<file path="config.mk">
export PLATFORM = sky130hd
export DESIGN_NAME = prog_loader
export DESIGN_NICKNAME = d
export VERILOG_FILES = /design/src/rtl/prog_loader_pkg.sv /design/src/rtl/prog_loader.sv
export SDC_FILE = /design/constraint.sdc
export NUM_CORES = 1
export LEC_CHECK = 0
export BUFFER_PORTS_ARGS = -buffer_cell sky130_fd_sc_hd__buf_2
export CORE_ASPECT_RATIO = 0.7
export CORE_MARGIN = 2
export CORE_UTILIZATION = 30
export DETAILED_ROUTE_END_ITERATION = 10
export HOLD_SLACK_MARGIN = 0.15
export PLACE_DENSITY_LB_ADDON = 0.2
export SYNTH_ARGS = -nofsm -noshare
export SYNTH_HDL_FRONTEND = slang
export SYNTH_SLANG_ARGS = --single-unit
</file>
<file path="constraint.sdc">
create_clock -name clk -period 2.7 [get_ports clk]
set_clock_uncertainty 0.15 [all_clocks]
set_input_delay 0.54 -clock clk [delete_from_list [all_inputs] [get_ports clk]]
set_output_delay 0.54 -clock clk [all_outputs]
set_load 0.1 [all_outputs]
</file>
<file path="src/rtl/prog_loader_pkg.sv">
// Shared definitions for the program loader: state encoding, word/length sizing.
// LOADER_CHECKSUM_EN adds the CSUM state and the trailing checksum byte.
package prog_loader_pkg;

    localparam int WORD_W      = 16;
    localparam int LEN_BYTES   = 2;
    localparam int IMEM_ADDR_W = 8;

    typedef enum logic [2:0] {
        LEN_HI  = 3'd0,
        LEN_LO  = 3'd1,
        DATA_HI = 3'd2,
        DATA_LO = 3'd3,
        WRITE   = 3'd4,
`ifdef LOADER_CHECKSUM_EN
        CSUM    = 3'd5,
`endif
        DONE    = 3'd6,
        ERR     = 3'd7
    } state_t;

    // Where a load goes once the last word (or an empty program) is through.
`ifdef LOADER_CHECKSUM_EN
    localparam state_t LOAD_END = CSUM;
`else
    localparam state_t LOAD_END = DONE;
`endif

endpackage

</file>
<file path="src/rtl/prog_loader.sv">
// Byte-stream program loader: length-prefixed 16-bit words into instruction memory,
// holding the CPU in reset until done. Optional checksum via LOADER_CHECKSUM_EN.
module prog_loader
    import prog_loader_pkg::*;
#(
    parameter int ADDR_W = IMEM_ADDR_W
) (
    input  logic              clk,
    input  logic              reset,
    input  logic [7:0]        rx_data,
    input  logic              rx_valid,
    output logic              rx_ready,
    input  logic              start,
    output logic              imem_we,
    output logic [ADDR_W-1:0] imem_addr,
    output logic [WORD_W-1:0] imem_wdata,
    output logic              cpu_reset,
    output logic              busy,
    output logic              done,
    output logic              error
);

    localparam int LEN_W = LEN_BYTES * 8;
    // One extra index bit so a full-depth load counts to 2^ADDR_W without wrapping.
    localparam int IDX_W = ADDR_W + 1;
    localparam int CMP_W = (IDX_W > LEN_W) ? IDX_W : LEN_W;
    localparam logic [CMP_W-1:0] MAX_WORDS = CMP_W'(1) << ADDR_W;

    state_t            state_q, state_d;
    logic [IDX_W-1:0]  idx_q;
    logic [LEN_W-1:0]  len_q;
    logic [7:0]        hi_q, lo_q;
    logic              accept, restart;
    logic [LEN_W-1:0]  len_in;
    logic [IDX_W-1:0]  idx_inc;
`ifdef LOADER_CHECKSUM_EN
    logic [7:0]        csum_q;
    logic [7:0]        csum_next;

    assign csum_next = csum_q + rx_data;
`endif

    assign accept  = rx_valid && rx_ready;
    assign restart = start && (state_q == DONE || state_q == ERR);
    assign len_in  = {len_q[LEN_W-1:8], rx_data};
    assign idx_inc = idx_q + 1'b1;

    // NOTE: every always_comb output gets a default first so no path infers a latch.
    always_comb begin
        state_d  = state_q;
        rx_ready = 1'b0;
        case (state_q)
            LEN_HI: begin
                rx_ready = 1'b1;
                if (accept) state_d = LEN_LO;
            end
            LEN_LO: begin
                rx_ready = 1'b1;
                if (accept) begin
                    if (len_in == '0)                      state_d = LOAD_END;
                    else if (CMP_W'(len_in) > MAX_WORDS)   state_d = ERR;
                    else                                   state_d = DATA_HI;
                end
            end
            DATA_HI: begin
                rx_ready = 1'b1;
                if (accept) state_d = DATA_LO;
            end
            DATA_LO: begin
                rx_ready = 1'b1;
                if (accept) state_d = WRITE;
            end
            WRITE: begin
                if (CMP_W'(idx_inc) < CMP_W'(len_q)) state_d = DATA_HI;
                else                                 state_d = LOAD_END;
            end
`ifdef LOADER_CHECKSUM_EN
            CSUM: begin
                rx_ready = 1'b1;
                if (accept) state_d = (csum_next == 8'h00) ? DONE : ERR;
            end
`endif
            DONE, ERR: begin
                if (start) state_d = LEN_HI;
            end
            default: state_d = LEN_HI;
        endcase
    end

    // NOTE: sequential state uses non-blocking assignments so every register sees pre-edge values.
    always_ff @(posedge clk or posedge reset) begin
        if (reset) begin
            state_q <= LEN_HI;
            idx_q   <= '0;
            len_q   <= '0;
            hi_q    <= '0;
            lo_q    <= '0;
`ifdef LOADER_CHECKSUM_EN
            csum_q  <= '0;
`endif
        end else begin
            state_q <= state_d;
            if (restart) begin
                idx_q  <= '0;
                len_q  <= '0;
`ifdef LOADER_CHECKSUM_EN
                csum_q <= '0;
`endif
            end else begin
                if (accept) begin
                    case (state_q)
                        LEN_HI:  len_q[LEN_W-1:8] <= rx_data;
                        LEN_LO:  len_q            <= len_in;
                        DATA_HI: hi_q             <= rx_data;
                        DATA_LO: lo_q             <= rx_data;
                        default: ;
                    endcase
                end
`ifdef LOADER_CHECKSUM_EN
                if (accept && state_q != CSUM) csum_q <= csum_next;
`endif
                if (state_q == WRITE) idx_q <= idx_inc;
            end
        end
    end

    assign imem_we    = (state_q == WRITE);
    assign imem_addr  = idx_q[ADDR_W-1:0];
    assign imem_wdata = {hi_q, lo_q};
    assign cpu_reset  = (state_q != DONE);
    assign busy       = (state_q != DONE) && (state_q != ERR);
    assign done       = (state_q == DONE);
    assign error      = (state_q == ERR);

endmodule

</file>
==> flow_metrics.tcl <==
set metrics [dict create \
    cts_buffer_depth 2 \
    crit_fanout 9 \
    wire_per_inst_um 14.5 \
    place_congestion 0.719 \
    startpoint_type "register" \
    rr_startpoint "idx_q[2]$_DFFE_PP0P_" \
    cts_inserted_buffers 5 \
    slew_viol_final 0 \
    worst_path_largest_cell_delay_ps 540 \
    ys_async_sr_fraction 1.00 \
    yosys_warnings 0 \
    drive_above_1_share 0.329 \
    die_w_um 107 \
    overflow 0 \
    ys_ff_latch 44 \
    cp.required_ps 2010 \
    cap_viol_max_count 0 \
    initial_core_util 0.308 \
    instances_no_fill 344 \
    dp.cells 336 \
    setup_tns_ps 0 \
    slew_headroom 0.605 \
    clk_pin_slew_worst_paths_ps 90 \
    hp-class "in2async" \
    cts_tree "yes" \
    fmax_ghz 0.403 \
    ant_nets 0 \
    syn_avg_cell_area_um2 10.8 \
    root_buffer "clkbuf_8" \
    synth_cell_types 34 \
    final-hold-violation-count 0 \
    yosysSeqAreaShare 0.494 \
    n_antenna_cell 0 \
    port_buffers 41 \
    grt_pass1_wl_um 8570 \
    grtUsageTotal 0.133 \
    synth_fp_nets 227 \
    cts_setup_buffers 0 \
    wl_um 4990 \
    grt_max_degree 45 \
    setup_viol_count_final 0 \
    cp.arrival_ps 1790 \
    hpwlAfterDp_um 3550 \
    ctsHoldBuffers 0 \
    worst_slew_pin_slew_ps 593 \
    hold_ws_ps 208 \
    drt_iter0_markers 81 \
    ctsResizeCount 0 \
    syn_inst 206 \
    clock_latency_ps 300 \
    crit_chain "nor2_4, nand2_1, inv_2, buf_2" \
    reg2reg_depth 10 \
    htreeDepth 2 \
    crit_buf_inv 2 \
    cp_top_family "buffers and inverters" \
    period_share 0.920 \
    antenna_found_initial 0 \
    r2r_slack_ps 290 \
    dr.pass1.iters 4 \
    vias 1658 \
    ios 42 \
    timing.rr.end "state_q[2]$_DFFE_PP0P_" \
    rsz0062_at_grt "false" \
    end_kind "output pin" \
    status "complete, no violations" \
    core_mm2 0.00725 \
    rows 26 \
    dieArea_mm2 0.00815 \
    drc 0 \
    synth_edf_count 0 \
    die_height_um 76.2 \
    synth_area_mm2 0.00223 \
    area_growth_pct 17.9 \
    fin_nets 266 \
    synthFlopType "dfrtp_1" \
    cts.sinks 44 \
    slowest_stage "dfrtp_1" \
    grt_pass1_vias 1631 \
    period_minus_slack_ps 2480 \
    via_per_inst 4.82 \
    crit_type "reg2out" \
]
-- routing by layer --
layer  track usage  vias to the layer above  wire length [µm]
li1              -                      803                 -
met3        0.0265                        7               193
met1         0.201                      812              2720
met5             0                        -                 0
met2         0.187                       36              2010
met4        0.0429                        0                69
-- synth_stat cells (3+ instances only) --
library cell,n,area share
a211oi_1,5,0.017
a22o_1,13,0.051
and3_1,4,0.011
buf_2,4,0.0090
buf_4,10,0.034
dfrtp_1,44,0.49
ha_1,9,0.050
inv_1,11,0.019
mux2_2,16,0.081
nand2_1,26,0.044
nand3_1,7,0.016
nor2_1,6,0.010
nor3_1,3,0.0067
nor4_1,3,0.0084
o21ai_0,19,0.043
xnor2_1,5,0.020
xor2_1,4,0.016
-- how the worst max path moves through the flow --
stage / end / cells after the start / from / slack, ps
after global placement: state_q[2]$_DFFE_PP0P_ / 10 / idx_q[2]$_DFFE_PP0P_ / 350
after detailed placement: state_q[2]$_DFFE_PP0P_ / 10 / idx_q[2]$_DFFE_PP0P_ / 310
after global routing: state_q[2]$_DFFE_PP0P_ / 10 / idx_q[2]$_DFFE_PP0P_ / 90
after CTS: imem_we / 4 / state_q[0]$_DFFE_PP0P_ / 230
final: imem_we / 4 / state_q[0]$_DFFE_PP0P_ / 220
after floorplan: done / 4 / state_q[1]$_DFFE_PP0P_ / 30
-- layout make-up --
class,count,area [µm²]
fill,746,4620
sequential,44,1100
multi-input combinational,136,995
timing repair buffer,46,243
tap,98,123
clock buffer,6,82.6
inverter,12,48.8
clock inverter,2,38.8
-- tightest hold or removal path, delay by kind of cell --
| kind | cells | cell delay [ps] |
|---|---|---|
| buffers and inverters | 3 | 580 |
-- sequential cells by signal, indices dropped and copies added (netlist names) --
| register | cells |
|---|---|
| len_q | 16 |
| state_q | 3 |
| hi_q | 8 |
| lo_q | 8 |
| idx_q | 9 |
-- cell families after synthesis --
family | Yosys count | synth area share
fa+ha+maj | 9 | 0.0505
xor+xnor | 9 | 0.0353
flops | 44 | 0.494
compound gates | 43 | 0.137
simple gates | 59 | 0.140
mux | 16 | 0.0808
buf+inv | 26 | 0.0628
-- metrics by stage --
step / setup WS, ps / utilization / cell area [µm²]
floorplan: 27.3 / - / 2240
global placement: 349 / 0.346 / 2510
detailed placement: 312 / 0.346 / 2510
CTS: 226 / 0.363 / 2630
global route: 92.4 / 0.363 / 2630
finish: 217 / 0.363 / 2630
-- cell usage in the layout, fill, tap and decap left out, types with 4 or more instances in the layout --
cell type and instances:
dfrtp_1 44, buf_2 41, nand2_1 25, o21ai_0 19
mux2_2 16, a22o_1 13, inv_1 9, ha_1 9
nand3_1 7, nor2_1 6, clkbuf_8 6, xnor2_1 5
a211oi_1 5, buf_4 5, and3_1 4, xor2_1 4
Power is left out: the tool's default activity adds up to more than one toggle a clock period on the data nets, which glitch-free logic cannot reach.
